`src/rtl/if_fetch_unit.sv`:
```
// if_fetch_unit: instruction fetch stage. It owns the PC, issues sequential imem
// requests under a credit limit and buffers responses in an in-order queue.
// The queue holds DEPTH entries and feeds decode over a valid/ready handshake.
// A redirect flushes the queue. Responses still in flight are marked stale and discarded.
// Optional feature macro: IF_PERF_CNT_EN adds the perf_fetched / perf_dropped counters.
module if_fetch_unit #(
  parameter int unsigned     XLEN     = 32,
  parameter logic [XLEN-1:0] RESET_PC = '0,
  parameter int unsigned     DEPTH    = 4
) (
  input  logic            clk,
  input  logic            reset,
  input  logic            redirect_valid,
  input  logic [XLEN-1:0] redirect_addr,
  output logic            imem_req_valid,
  input  logic            imem_req_ready,
  output logic [XLEN-1:0] imem_req_addr,
  input  logic            imem_resp_valid,
  input  logic [31:0]     imem_resp_data,
  output logic            inst_valid,
  input  logic            inst_ready,
  output logic [31:0]     inst_data,
  output logic [XLEN-1:0] inst_pc,
  output logic [XLEN-1:0] inst_pc4
`ifdef IF_PERF_CNT_EN
  ,
  output logic [31:0]     perf_fetched,
  output logic [31:0]     perf_dropped
`endif
);

  localparam int unsigned PW  = (DEPTH > 1) ? $clog2(DEPTH) : 1;
  localparam int unsigned CW  = PW + 1;
  // Stale requests can build up over back-to-back redirects, so this counter gets headroom.
  localparam int unsigned SW  = CW + 4;
  localparam int unsigned CW1 = CW + 1;

  logic [XLEN-1:0] r_fpc, r_rpc;
  logic [CW-1:0]   r_live, r_count;
  logic [SW-1:0]   r_stale;
  logic [PW-1:0]   r_head, r_tail;
  logic [31:0]     r_q_data [DEPTH];
  logic [XLEN-1:0] r_q_pc   [DEPTH];

  logic [XLEN-1:0] w_fpc_n, w_rpc_n;
  logic [CW-1:0]   w_live_n, w_count_n;
  logic [SW-1:0]   w_stale_n;
  logic [PW-1:0]   w_head_n, w_tail_n;

  logic            w_credit_ok;
  logic            w_req_fire;
  logic            w_has_stale;
  logic            w_resp_drop;
  logic            w_push;
  logic            w_pop;
  logic            w_redir_resp;
  logic [XLEN-1:0] w_redir_pc;
  logic            w_unused_addr_lsb;

  // Handshake qualifiers; a redirect cycle blocks issue, push and pop.
  assign w_credit_ok    = (CW1'(r_live) + CW1'(r_count)) < CW1'(DEPTH);
  assign imem_req_valid = !reset && !redirect_valid && w_credit_ok;
  assign imem_req_addr  = r_fpc;
  assign w_req_fire     = imem_req_valid && imem_req_ready;
  assign w_has_stale    = (r_stale != '0);
  assign w_resp_drop    = imem_resp_valid && w_has_stale;
  assign w_push         = imem_resp_valid && !w_has_stale && (r_live != '0) && !redirect_valid;
  assign w_pop          = inst_valid && inst_ready && !redirect_valid;
  assign w_redir_resp   = imem_resp_valid && (w_has_stale || (r_live != '0));
  assign w_redir_pc     = {redirect_addr[XLEN-1:2], 2'b00};
  assign w_unused_addr_lsb = &{1'b0, redirect_addr[1:0]};

  // Decode side reads straight from queue storage.
  assign inst_valid = (r_count != '0);
  assign inst_data  = r_q_data[r_head];
  assign inst_pc    = r_q_pc[r_head];
  assign inst_pc4   = inst_pc + XLEN'(4);

  // Next-state for PCs, credit counters and queue pointers.
  always_comb begin
    w_fpc_n   = r_fpc;
    w_rpc_n   = r_rpc;
    w_live_n  = r_live;
    w_stale_n = r_stale;
    w_count_n = r_count;
    w_head_n  = r_head;
    w_tail_n  = r_tail;
    if (redirect_valid) begin
      w_fpc_n   = w_redir_pc;
      w_rpc_n   = w_redir_pc;
      w_live_n  = '0;
      w_count_n = '0;
      w_head_n  = '0;
      w_tail_n  = '0;
      w_stale_n = r_stale + SW'(r_live) - SW'(w_redir_resp);
    end else begin
      if (w_req_fire) w_fpc_n = r_fpc + XLEN'(4);
      if (w_push) begin
        w_rpc_n  = r_rpc + XLEN'(4);
        w_tail_n = r_tail + PW'(1);
      end
      if (w_pop) w_head_n = r_head + PW'(1);
      w_live_n  = r_live + CW'(w_req_fire) - CW'(w_push);
      w_stale_n = r_stale - SW'(w_resp_drop);
      w_count_n = r_count + CW'(w_push) - CW'(w_pop);
    end
  end

  // State and queue storage registers.
  always_ff @(posedge clk) begin
    if (reset) begin
      r_fpc   <= RESET_PC;
      r_rpc   <= RESET_PC;
      r_live  <= '0;
      r_stale <= '0;
      r_count <= '0;
      r_head  <= '0;
      r_tail  <= '0;
      for (int unsigned i = 0; i < DEPTH; i++) begin
        r_q_data[PW'(i)] <= '0;
        r_q_pc[PW'(i)]   <= RESET_PC;
      end
    end else begin
      r_fpc   <= w_fpc_n;
      r_rpc   <= w_rpc_n;
      r_live  <= w_live_n;
      r_stale <= w_stale_n;
      r_count <= w_count_n;
      r_head  <= w_head_n;
      r_tail  <= w_tail_n;
      if (w_push) begin
        r_q_data[r_tail] <= imem_resp_data;
        r_q_pc[r_tail]   <= r_rpc;
      end
    end
  end

`ifdef IF_PERF_CNT_EN
  logic [CW1-1:0] w_drop_inc;
  logic [32:0]    w_fetched_sum, w_dropped_sum;
  logic [31:0]    r_perf_fetched, r_perf_dropped;

  // Increments: queued responses, and discarded responses plus flushed entries.
  always_comb begin
    w_drop_inc    = '0;
    w_fetched_sum = {1'b0, r_perf_fetched} + 33'(w_push);
    if (redirect_valid) w_drop_inc = CW1'(r_count) + CW1'(w_redir_resp);
    else                w_drop_inc = CW1'(w_resp_drop);
    w_dropped_sum = {1'b0, r_perf_dropped} + 33'(w_drop_inc);
  end

  // Saturating performance counters.
  always_ff @(posedge clk) begin
    if (reset) begin
      r_perf_fetched <= '0;
      r_perf_dropped <= '0;
    end else begin
      r_perf_fetched <= w_fetched_sum[32] ? '1 : w_fetched_sum[31:0];
      r_perf_dropped <= w_dropped_sum[32] ? '1 : w_dropped_sum[31:0];
    end
  end

  assign perf_fetched = r_perf_fetched;
  assign perf_dropped = r_perf_dropped;
`endif

endmodule

```
`config.mk`:
```
export PLATFORM = sky130hd
export DESIGN_NAME = if_fetch_unit
export DESIGN_NICKNAME = d
export VERILOG_FILES = /design/src/rtl/if_fetch_unit.sv
export SDC_FILE = /design/constraint.sdc
export NUM_CORES = 1
export LEC_CHECK = 0
export ABC_AREA = 1
export CORE_ASPECT_RATIO = 1.1
export CORE_MARGIN = 2
export CORE_UTILIZATION = 35
export CTS_BUF_LIST = sky130_fd_sc_hd__clkbuf_2 sky130_fd_sc_hd__clkbuf_4 sky130_fd_sc_hd__clkbuf_8
export CTS_CLUSTER_DIAMETER = 120
export DETAILED_ROUTE_END_ITERATION = 12
export PLACE_DENSITY = 0.67
export SYNTH_ARGS = -nofsm -noshare
export SYNTH_HDL_FRONTEND = slang
export SYNTH_SLANG_ARGS = --single-unit
```
`constraint.sdc`:
```
create_clock -name clk -period 6.26 [get_ports clk]
set_input_delay 0.626 -clock clk [delete_from_list [all_inputs] [get_ports clk]]
set_output_delay 0.626 -clock clk [all_outputs]
set_load 0.005 [all_outputs]
```
# After elaboration in Yosys (flattened, before gate mapping)
# Memories as Yosys holds them, arrays and structs flattened. A register that Yosys moved wholly into a read port is not among the register bits.
# Index checks and enable logic that the tools add are counted.
# word_totals
ff_bits,81
ram_bits,256
input_bits,70
output_inout_bits,130
elab_cells,67
mem_count,2
# op_classes
addsub,13
order_cmp,1
n_mux,20
n_reduce_logical,22
# memory_table
name,words,word_bits,rd,rd_ports_with_merged_regs,write_ports,line_no,source
r_q_data,4,32,1,1,4,42,logic [31:0] r_q_data [DEPTH];
r_q_pc,4,32,1,1,4,43,logic [XLEN-1:0] r_q_pc [DEPTH];
# op_table
op,n
two-way mux 32 bit,6
"adder 32 x 3 -> 32 bit, second input constant",3
OR reduction 32 bit,2
subtractor 7 x 1 -> 7 bit,2
two-way mux 2 bit,6
logical AND 1 bit,10
adder 7 x 3 -> 7 bit,1
two-way mux 1 bit,7
two-way mux 7 bit,1
nonzero test 7 bit,1
adder 3 x 1 -> 3 bit,2
nonzero test 3 bit,2
subtractor 3 x 1 -> 3 bit,2
"adder 2 x 1 -> 2 bit, second input constant",2
adder 3 x 3 -> 4 bit,1
"less-than comparator 4 x 3 -> 1 bit, second input constant",1
nonzero test 2 bit,2
logical NOT 1 bit,3
OR reduction 2 bit,1
logical OR 1 bit,1

# Longest topological paths before layout
# Gate-level depths: netlist (run 1).
# depth
depth_word,10
depth_mapped,17
ltp_nobuf,17

# Least setup slack after synthesis (run 1)
# Ideal clock, no wire load.
# synth_timing
path_kind,reg-to-reg
start,reg r_stale[4]
end,mem r_q_data[0][0] (enable)
t_arrival_ns,5.678
required_ns,5.692
path_slack_ns,0.014
path_stages_with_launch,10
period_less_slack_ns,6.246
path_cell_list,dfxtp_1 -> inv_1 -> ha_1 -> nand2_1 -> nor2_1 -> nand2_1 -> nor2_4 -> nand2_1 -> clkbuf_1 -> o21ai_0
# synth_lines
item,line_no,source
"start, declared",40,logic [SW-1:0] r_stale;
"start signal, assigned",127,r_stale <= w_stale_n;
"end, declared",42,

==> flow_summary.toml, run 1 <==
[yosys]
synth_area_leader_cell = "edfxtp_1"
post_synth_instance_area_um2 = 17400
adder_cell_fraction_of_synth_area = 0.0200
synth_compound_area_frac = 0.0804
synthDominantCellAreaShare = 0.427
avgSynthCellArea_um2 = 7.93
yosys.area_share.simple = 0.280
synth.area.top_cells = "edfxtp_1, nand2_1, dfxtp_1"
synth_seq_area_share = 0.518
netlist_cell_types = 41
synth-edff-count = 248
share_of_synthesized_area_spent_on_multiplexers = 0
cell_with_the_most_instances_after_synthesis = "nand2_1"
xor_xnor_fraction_of_synth_area = 0.0186
yosys_register_bits = 327
synthCells = 2198
yosys-top-cells-count = "nand2_1, nor2_1, edfxtp_1"
synth.yosys.warnings = 0
synth_flop_cell = "edfxtp_1"
synth_top_family_by_area = "simple AND/OR/NAND/NOR gates"
fraction_of_registers_with_async_set_reset = 0

[global_route]
grt_first_pass_wirelength_um = 80400
antenna_found_initial = 1
grt_pass1_vias = 14900
grt_use_met2 = 0.338
global_routing_usage_on_met1 = 0.261
grtUsageMet3 = 0.0238
globalRoute.busiestLayer = "met2"
total_congestion_overflow = 0
global_routing_usage_summed_across_all_routing_layers = 0.197
largest_net_degree_at_the_start_of_global_routing = 70

[worst_setup_path]
r2r-end = "r_count[2]"
reg2reg_from = "r_stale[4]"
worst-setup-path-type = "flip-flop to output port"
cp_max_fo = 44
critical-path-max-stage-delay_ns = 0.87
crit_chain = "inv_2 > nor2_1 > o21ai_0 > nand2_1 > ha_1 > nand3_2 > nor2_1 > nand2_1 > xor2_1 > clkdlybuf4s50_1"
timing.critical_path.from_type = "flip-flop"
slowest_stage = "dfxtp_2"
cp-end-kind = "output port"
worst_r2r_path_depth = 14
required_ns = 5.63
regToRegSetupSlack_ns = 2.60
critPathArrivalTime_ns = 4.27

[drt]
drc_violation_count_after_routing = 0
detailedRoute.firstIterationViolations = 1090
via_count = 15300
via_per_inst = 5.01
final_antenna_net_count = 0
wire_per_inst_um = 16.9
routed_wl_um = 51800
drt_pre_antenna_iters = 6

[cts]
cts_buffer_depth = 3
insertion_delay_ns = 0.61
cts_inserted_buffers = 53
clk_pin_slew_worst_paths_ns = 0.06
cts_hold_buffers = 0
post_cts.repair.setup_buffers = 0
cts_root_buffer = "clkbuf_8"
cts_resized = 0
tritoncts = "done"
numClockSinks = 327
htree_num_levels = 2

[place]
gp_congestion = 0.891
hpwl_um = 34100
placed_cells_incl_taps = 2964
post-place-ws_ns = 1.96
port_buffers = 191
total_placed_instance_area_um2 = 19900

[power]
p_switching_mw = 1.31
cell_internal_power_mw = 3.74
power_density_nw_per_um2 = 241
power.clock.fraction = 0.374
vdd.ir_drop.worst_uv = 163
power.static_leakage_nw = 8.51
combPwrFrac = 0.134
pwr-share-seq = 0.492
sw_frac_of_total = 0.259

[timing]
slew_viols_final = 0
fin_hold_ws_ns = 0.474
maxClockFrequency_mhz = 204
timing.clock.skew_ns = 0.0276
tns_ns = 0
period_needed_ns = 4.90
min_period_over_period = 0.782
hold_viol_final = 0
postLayoutSetupSlackWorst_ns = 1.36
grt_setup_unrepaired = "false"
setup-violations-final = 0
slew-limit-headroom = 0.327
max_slew.worst_pin.slew_ns = 1.01

[floorplan]
design.core.area_um2 = 49000
ios = 200
dieArea_um2 = 51600
placementRows = 85
floorplan.die.height_um = 238
initial_core_utilization = 0.355
die_w_um = 217

[status]
run_status = "complete, no violations"

[layout]
fin_nets = 2463
post_route_cells_drive_above_1_share = 0.0611
finalNonFillerCells = 3059
design_area_um2 = 20900
areaGrowthSynthToFinish_pct = 20.2

[hold_path]
timing.hold.worst.class = "flip-flop to flip-flop"
hold_path_startpoint = "r_head[1]"
holdPathStages = 2

[run]
max_cap_viol_count = 0
## through the flow
| step | power (mW) | utilization |
|---|---|---|
| floorplan | 2.95 | - |
| global placement | 3.18 | 0.405 |
| detailed placement | 3.20 | 0.405 |
| CTS | 5.09 | 0.427 |
| global route | 5.28 | 0.427 |
| finish | 5.05 | 0.427 |
## metal layers
layer	vias to the layer above	part of all wire
met3	83	0.064
met4	0	0.023
li1	7456	-
met1	7209	0.43
met5	-	0
met2	567	0.48
## worst max-delay path: cells and delay by family (launching register included)
kind	cells	cell delay [ns]
simple gates	5	1.13
fa+ha+maj	1	0.24
compound gates	1	0.10
flops	1	0.87
buf+inv	2	1.11
xor+xnor	1	0.18
## kinds of logic (layout without fill, tap and decap cells)
family / Yosys count / after routing
AND/OR/NAND/NOR: 1196 / 1196
buffers and inverters: 347 / 549
flip-flops: 327 / 327
AO/OA/AOI/OAI: 264 / 264
XOR/XNOR: 37 / 37
adder cells (fa/ha/maj): 26 / 26
other: 1 / 8
## state kept, by name, summed over array words and instances, names as in the netlist, named ones only
register / count
r_head: 2
r_stale: 7
r_count: 3
imem_req_addr: 30
r_live: 3
r_rpc: 30
r_q_pc: 120
r_tail: 2
r_q_data: 128
## power groups by stage
stage | clock network (mW) | logic (mW) | registers (mW)
2_1_floorplan | 0 | 0.424 | 2.52
3_3_place_gp | 0 | 0.653 | 2.53
3_5_place_dp | 0 | 0.672 | 2.53
4_1_cts | 1.93 | 0.677 | 2.49
5_1_grt | 2.02 | 0.771 | 2.50
6_report | 1.89 | 0.677 | 2.49
## cell usage in the layout (no fill, tap or decap), types with 4 or more instances in the layout
cell type	n
a21oi_1	62
a31oi_1	10
buf_4	17
clkbuf_4	21
clkbuf_8	60
clkdlybuf4s50_1	191
clkinv_1	4
clkinv_2	9
conb_1	6
dfxtp_1	77
edfxtp_1	248
ha_1	23
inv_1	241
nand2_1	565
nand2_2	6
nand3_1	144
nand4_1	22
nor2_1	414
nor2_2	9
nor2_4	4
nor3_1	18
o21ai_0	140
o21ai_1	5
o22ai_1	36
xor2_1	34
## area by class of cell
class	count	area [µm²]
clock buffers	81	983
fillers	4847	28100
multi-input cells	1529	7020
diodes	2	5.00
well taps	652	816
repair buffers	209	2060
clock inverters	12	86.3
inverters	247	928
flip-flops and latches	327	9030
## how the worst max path moves through the flow
| stage | to | slack, ns | cells past startpoint |
|---|---|---|---|
| 6_report | inst_pc4[16] | 1.36 | 10 |
| 5_1_grt | inst_pc4[16] | 1.08 | 10 |
| 4_1_cts | inst_pc4[16] | 1.28 | 10 |
| 3_5_place_dp | inst_pc4[16] | 1.96 | 10 |
| 3_3_place_gp | inst_pc4[16] | 1.95 | 10 |
| 2_1_floorplan | r_q_data[0][0] | 0.01 | 9 |
Power figures use the tool's default switching activity.
==> inputs of run 2 (changes only) <==
Settings changed: PLACE_DENSITY 0.67 to 0.65.
Clock period 6.26 ns to 4.86 ns, I/O delays scaled along.
==> flow_summary.toml, run 2 (same netlist as run 1, synthesis figures left out) <==
[status]
run_status = "complete, no violations"

[worst_setup_path]
r2r-end = "r_q_data[2][22]"
cp_max_fo = 30
critical-path-max-stage-delay_ns = 0.50
slowest_stage = "clkdlybuf4s50_1"
timing.critical_path.from_type = "flip-flop"
cp-end-kind = "output port"
crit_chain = "inv_2 > buf_4 > nand2_1 > nand2_1 > nand2_1 > nor2_1 > nand2_1 > nor2_4 > nand3_1 > nand2_1 > clkdlybuf4s50_1"
worst-setup-path-type = "flip-flop to output port"
worst_r2r_path_depth = 9
worst_path_most_repeated_cell = "nand2_1"
required_ns = 4.37
reg2reg_from = "r_stale[5]"
critPathArrivalTime_ns = 3.58
regToRegSetupSlack_ns = 1.71

[cts]
cts_buffer_depth = 3
htree_num_levels = 2
cts_inserted_buffers = 55
cts_root_buffer = "clkbuf_8"
post_cts.repair.setup_buffers = 0
tritoncts = "done"
cts_hold_buffers = 0
cts_resized = 0
insertion_delay_ns = 0.61
clk_pin_slew_worst_paths_ns = 0.06
numClockSinks = 327

[layout]
final_common_cell = "nand2_1"
areaGrowthSynthToFinish_pct = 21.1
largest_reg_flops = 128
finalNonFillerCells = 3072
largest-register = "r_q_data"
fin_nets = 2472
post_route_cells_drive_above_1_share = 0.0645
design_area_um2 = 21100
final_cell_mix = "nand2_1, nor2_1, edfxtp_1"
layout_top_registers = "r_q_data: 128 flops, r_q_pc: 120 flops"
final_core_util = 0.430

[timing]
setup-violations-final = 0
fin_hold_ws_ns = 0.486
maxClockFrequency_mhz = 246
postLayoutSetupSlackWorst_ns = 0.794
hold_viol_final = 0
period_needed_ns = 4.07
tns_ns = 0
timing.clock.skew_ns = 0.0348
min_period_over_period = 0.837
max_slew.worst_pin.slew_ns = 1.13
grt_setup_unrepaired = "false"
slew_viols_final = 0
slew-limit-headroom = 0.247

[drt]
drc_violation_count_after_routing = 0
via_per_inst = 4.99
detailedRoute.firstIterationViolations = 1141
wire_per_inst_um = 16.9
via_count = 15300
drt_pre_antenna_iters = 7
routed_wl_um = 51800
final_antenna_net_count = 0

[floorplan]
die_w_um = 217
dieArea_um2 = 51600
ios = 200
floorplan.die.height_um = 238
placementRows = 85
initial_core_utilization = 0.355
design.core.area_um2 = 49000

[place]
total_placed_instance_area_um2 = 19900
port_buffers = 191
hpwl_um = 34800
placed_cells_incl_taps = 2971
post-place-ws_ns = 1.34
gp_congestion = 0.906

[power]
design_power_total_mw = 6.72
power_density_nw_per_um2 = 319
power.static_leakage_nw = 8.59
vdd.ir_drop.worst_uv = 175

[hold_path]
holdPathStages = 2
timing.hold.worst.class = "flip-flop to flip-flop"
hold_path_startpoint = "r_head[1]"

[global_route]
grt_first_pass_wirelength_um = 81000
largest_net_degree_at_the_start_of_global_routing = 64
antenna_found_initial = 1
total_congestion_overflow = 0
global_routing_usage_summed_across_all_routing_layers = 0.199
grt_pass1_vias = 14700

[run]
max_cap_viol_count = 0
## run 2: changes by cell type in the layout (fill, tap and decap cells not counted)
cell,change
clkinv_1,+4
clkinv_2,+2
clkbuf_8,-2
clkbuf_4,-5
bufinv_16,+4
buf_12,+1
clkinvlp_4,+3
buf_4,+6
## run 2: critical path, delay by kind of cell, from the launching register on
family                 cells  cell delay [ns]
buffers and inverters      3             1.37
AND/OR/NAND/NOR            8             1.19
flip-flops                 1             0.42
## run 2: power breakdown
part	total (mW)	internal [mW]	switching, mW
Combinational	0.875	0.359	0.516
Clock	2.64	1.50	1.15
Sequential	3.20	3.13	0.0776
Total	6.72	4.98	1.74
## run 2: final cells by class
class	count	area [µm²]
clock inverter	25	254
fill	4819	27900
antenna	2	5.00
timing repair buffer	216	2120
clock buffer	74	918
multi-input combinational	1529	7020
tap	652	816
inverter	247	928
sequential	327	9030
## run 2: how the worst max path moves through the flow
stage / end / cells past startpoint / slack, ns
3_3_place_gp: inst_pc4[23] / 11 / 1.37
5_1_grt: inst_pc4[16] / 10 / 0.47
4_1_cts: inst_pc4[23] / 11 / 0.70
3_5_place_dp: inst_pc4[23] / 11 / 1.34
6_report: inst_pc4[23] / 11 / 0.79
2_1_floorplan: r_q_data[1][0] / 8 / -1.22
## run 2: metal layers
layer | global-route usage | wire length, µm | vias to the layer above
met2 | 0.338 | 25100 | 527
met4 | 0.0571 | 1110 | 0
met5 | 0 | 0 | -
met1 | 0.263 | 22200 | 7255
met3 | 0.0268 | 3380 | 71
li1 | - | - | 7477
==> RTL change: new RTL, flow settings as in run 1 <==
Change the parameter `DEPTH` from 4 to 2.
--- a/src/rtl/if_fetch_unit.sv
+++ b/src/rtl/if_fetch_unit.sv
@@ -6,7 +6,7 @@
 module if_fetch_unit #(
   parameter int unsigned     XLEN     = 32,
   parameter logic [XLEN-1:0] RESET_PC = '0,
-  parameter int unsigned     DEPTH    = 4
+  parameter int unsigned     DEPTH    = 2
 ) (
   input  logic            clk,
   input  logic            reset,
Check against the original RTL: not equivalent (Yosys sat finds a counterexample within 4 cycles, from zero or initial values and one cycle with reset high).
==> RTL change against run 1 <==
Area after synthesis down 34%; sequential cell count shrank 130; final area is 32% lower; worst setup slack improved by 0.55 ns; synthesized cell count down 30%; via count fell by 33%; critical path type unchanged; critical endpoint is now inst_pc4[17]; power is 43% lower; wire length is 39% lower; fmax grew 13%.
==> RTL change: results (changes against run 1) <==
The detailed-placement wirelength estimate is 23300 µm (-32%). The worst hold path cell count came out at 2 (unchanged). In this run the most critical hold path is launched from r_head. The total met3 wirelength after detailed routing came out at 1890 µm (-43%).

The data arrival time of the critical path came out at 3.71 ns (-0.56 ns). The area of the multi-input gates is 5200 µm² (-26%). The largest driver fanout on the critical path came out at 64 (+45%). The run finished with clean final reports. The final net count is 1804 (-27%). The leakage power summed over all cells came out at 5.53 nW (-35%). The proportion of layout cells with a drive suffix above 1 came to 6.90% (+0.79 points). The via density per instance came out at 4.78 (-4.5%). The detailed-routing iteration count for the pre-antenna-repair pass came to 5 (-1). The number of multi-input combinational cells in the layout is 1070 (-30%). The well-tap cell count is 426 (-35%).

The wire length per cell came out at 14.6 µm (-14%). The largest clock skew in the final design came out at 0.0232 ns (-0.00441 ns). The number of enable flip-flop cells after synthesis came out at 124 (-50%). The clock-cell share of area came to 2.79% (-2.3 points). The share of final layout cell area taken by non-clock buffers came to 13.9% (+4.1 points). The worst slack on hold paths is 0.477 ns (+0.00274 ns).

The proportion of cell area occupied by multi-input gates came out at 36.8% (+3.3 points). The sequential cell area fraction in the yosys report was 45.1% (-6.8 points). The detailed-route via count was 10300 (-33%). The length of routed met2 wiring came out at 14600 µm (-42%). The global-route track usage on met2 is 29.7% (-4.1 points). The count of inverters other than clock inverters in the layout came out at 227 (-8.1%).

By area the synthesized netlist is led by sky130_fd_sc_hd__edfxtp_1 (32%), sky130_fd_sc_hd__nand2_1 (13%), sky130_fd_sc_hd__dfxtp_1 (13%). The total global-route track usage came to 18.2% (-1.5 points). Grouping stages by cell kind, the critical path spends the most delay in buffers and inverters. Counting instances in the post-synthesis netlist gives the leading cell types as sky130_fd_sc_hd__nand2_1 (393), sky130_fd_sc_hd__nor2_1 (295), sky130_fd_sc_hd__inv_1 (225). The number of clock-tree buffers in the layout came out at 19 (-77%).

The met1 global-route usage came out at 24.3% (-1.8 points). The number of antenna violations at the first check in global routing is 0 (-1). The via count of the first global-routing pass came out at 9614 (-35%). The cell area reported after detailed placement is 13700 µm² (-31%).

The sum of routed wire segments on met1 was 13900 µm (-37%). The global-route track usage on met3 came out at 2.35% (-0.031 points). The maximum level of the CTS H-tree came to 4 (+2). The maximum number of pins on one net before global-route repair is 65 (-7.1%). The post-synthesis cell type count is 38 (-7.3%). The largest registers in the layout are r_q_data: 64 flops, r_q_pc: 60 flops. The number of instances in the placed design was 2119 (-29%). The number of clock sinks seen by CTS was 197 (-40%). The initial DRC count came out at 697 (-36%). The register clock-pin slew on the reported worst setup and hold paths is 0.10 ns (+0.04 ns).

The worst setup slack before clock tree synthesis was 2.11 ns (+0.151 ns). The number of buffers created by CTS came out at 17 (-68%). The maximum VDD drop came to 0.129 mV (-21%). The global-route wire length before repair is 49100 µm (-39%). The antenna diode count is 0 (-2). The placer's final routability congestion estimate is 0.881 (-1.1%). The number of non-clock buffers came out at 199 (-4.8%). The slowest stage of the critical path belongs to the cell sky130_fd_sc_hd__dfxtp_4.
-- RTL change: changes by cell type in the layout (fill, tap and decap cells not counted), moves of 16 or more --
cell / change
sky130_fd_sc_hd__nand2_1: -174
sky130_fd_sc_hd__nor3_1: -17
sky130_fd_sc_hd__clkbuf_8: -43
sky130_fd_sc_hd__o21ai_0: -78
sky130_fd_sc_hd__inv_1: -16
sky130_fd_sc_hd__clkbuf_4: -19
sky130_fd_sc_hd__mux2_2: +32
sky130_fd_sc_hd__edfxtp_1: -124
sky130_fd_sc_hd__nor2_1: -120
sky130_fd_sc_hd__nand3_1: -69
sky130_fd_sc_hd__o22ai_1: -34
-- RTL change: where the power goes --
part / switching, mW / total, mW / leakage (nW) / internal, mW
logic: 0.305 / 0.544 / 3.45 / 0.240
clock network: 0.469 / 0.840 / 0.199 / 0.371
registers: 0.0458 / 1.49 / 1.88 / 1.44
-- RTL change: worst paths after layout --
| path | to |
|---|---|
| worst max-delay path | inst_pc4[17] |
| worst min-delay path | r_head |
| worst min register to register | r_head |
| worst max register to register | r_q_data[1][21] |
-- RTL change: cell families (layout without fill, tap and decap cells) --
| kind of cell | Yosys count | in the layout | share of synthesized area (%) |
|---|---|---|---|
| adder cells (fa/ha/maj) | 22 | 22 | 2.52 |
| multiplexers | 32 | 32 | 3.13 |
| AO/OA/AOI/OAI | 172 | 172 | 8.68 |
| AND/OR/NAND/NOR | 803 | 803 | 27.9 |
| other | 1 | 6 | 0.0326 |
| XOR/XNOR | 35 | 35 | 2.66 |
| buffers and inverters | 279 | 458 | 10.0 |
| flip-flops | 197 | 197 | 45.1 |
-- RTL change: tightest hold or removal path, stage by stage, from the launching register on --
cell and delay, ns:
sky130_fd_sc_hd__dfxtp_1 0.31, sky130_fd_sc_hd__inv_1 0.07, sky130_fd_sc_hd__a21oi_1 0.06
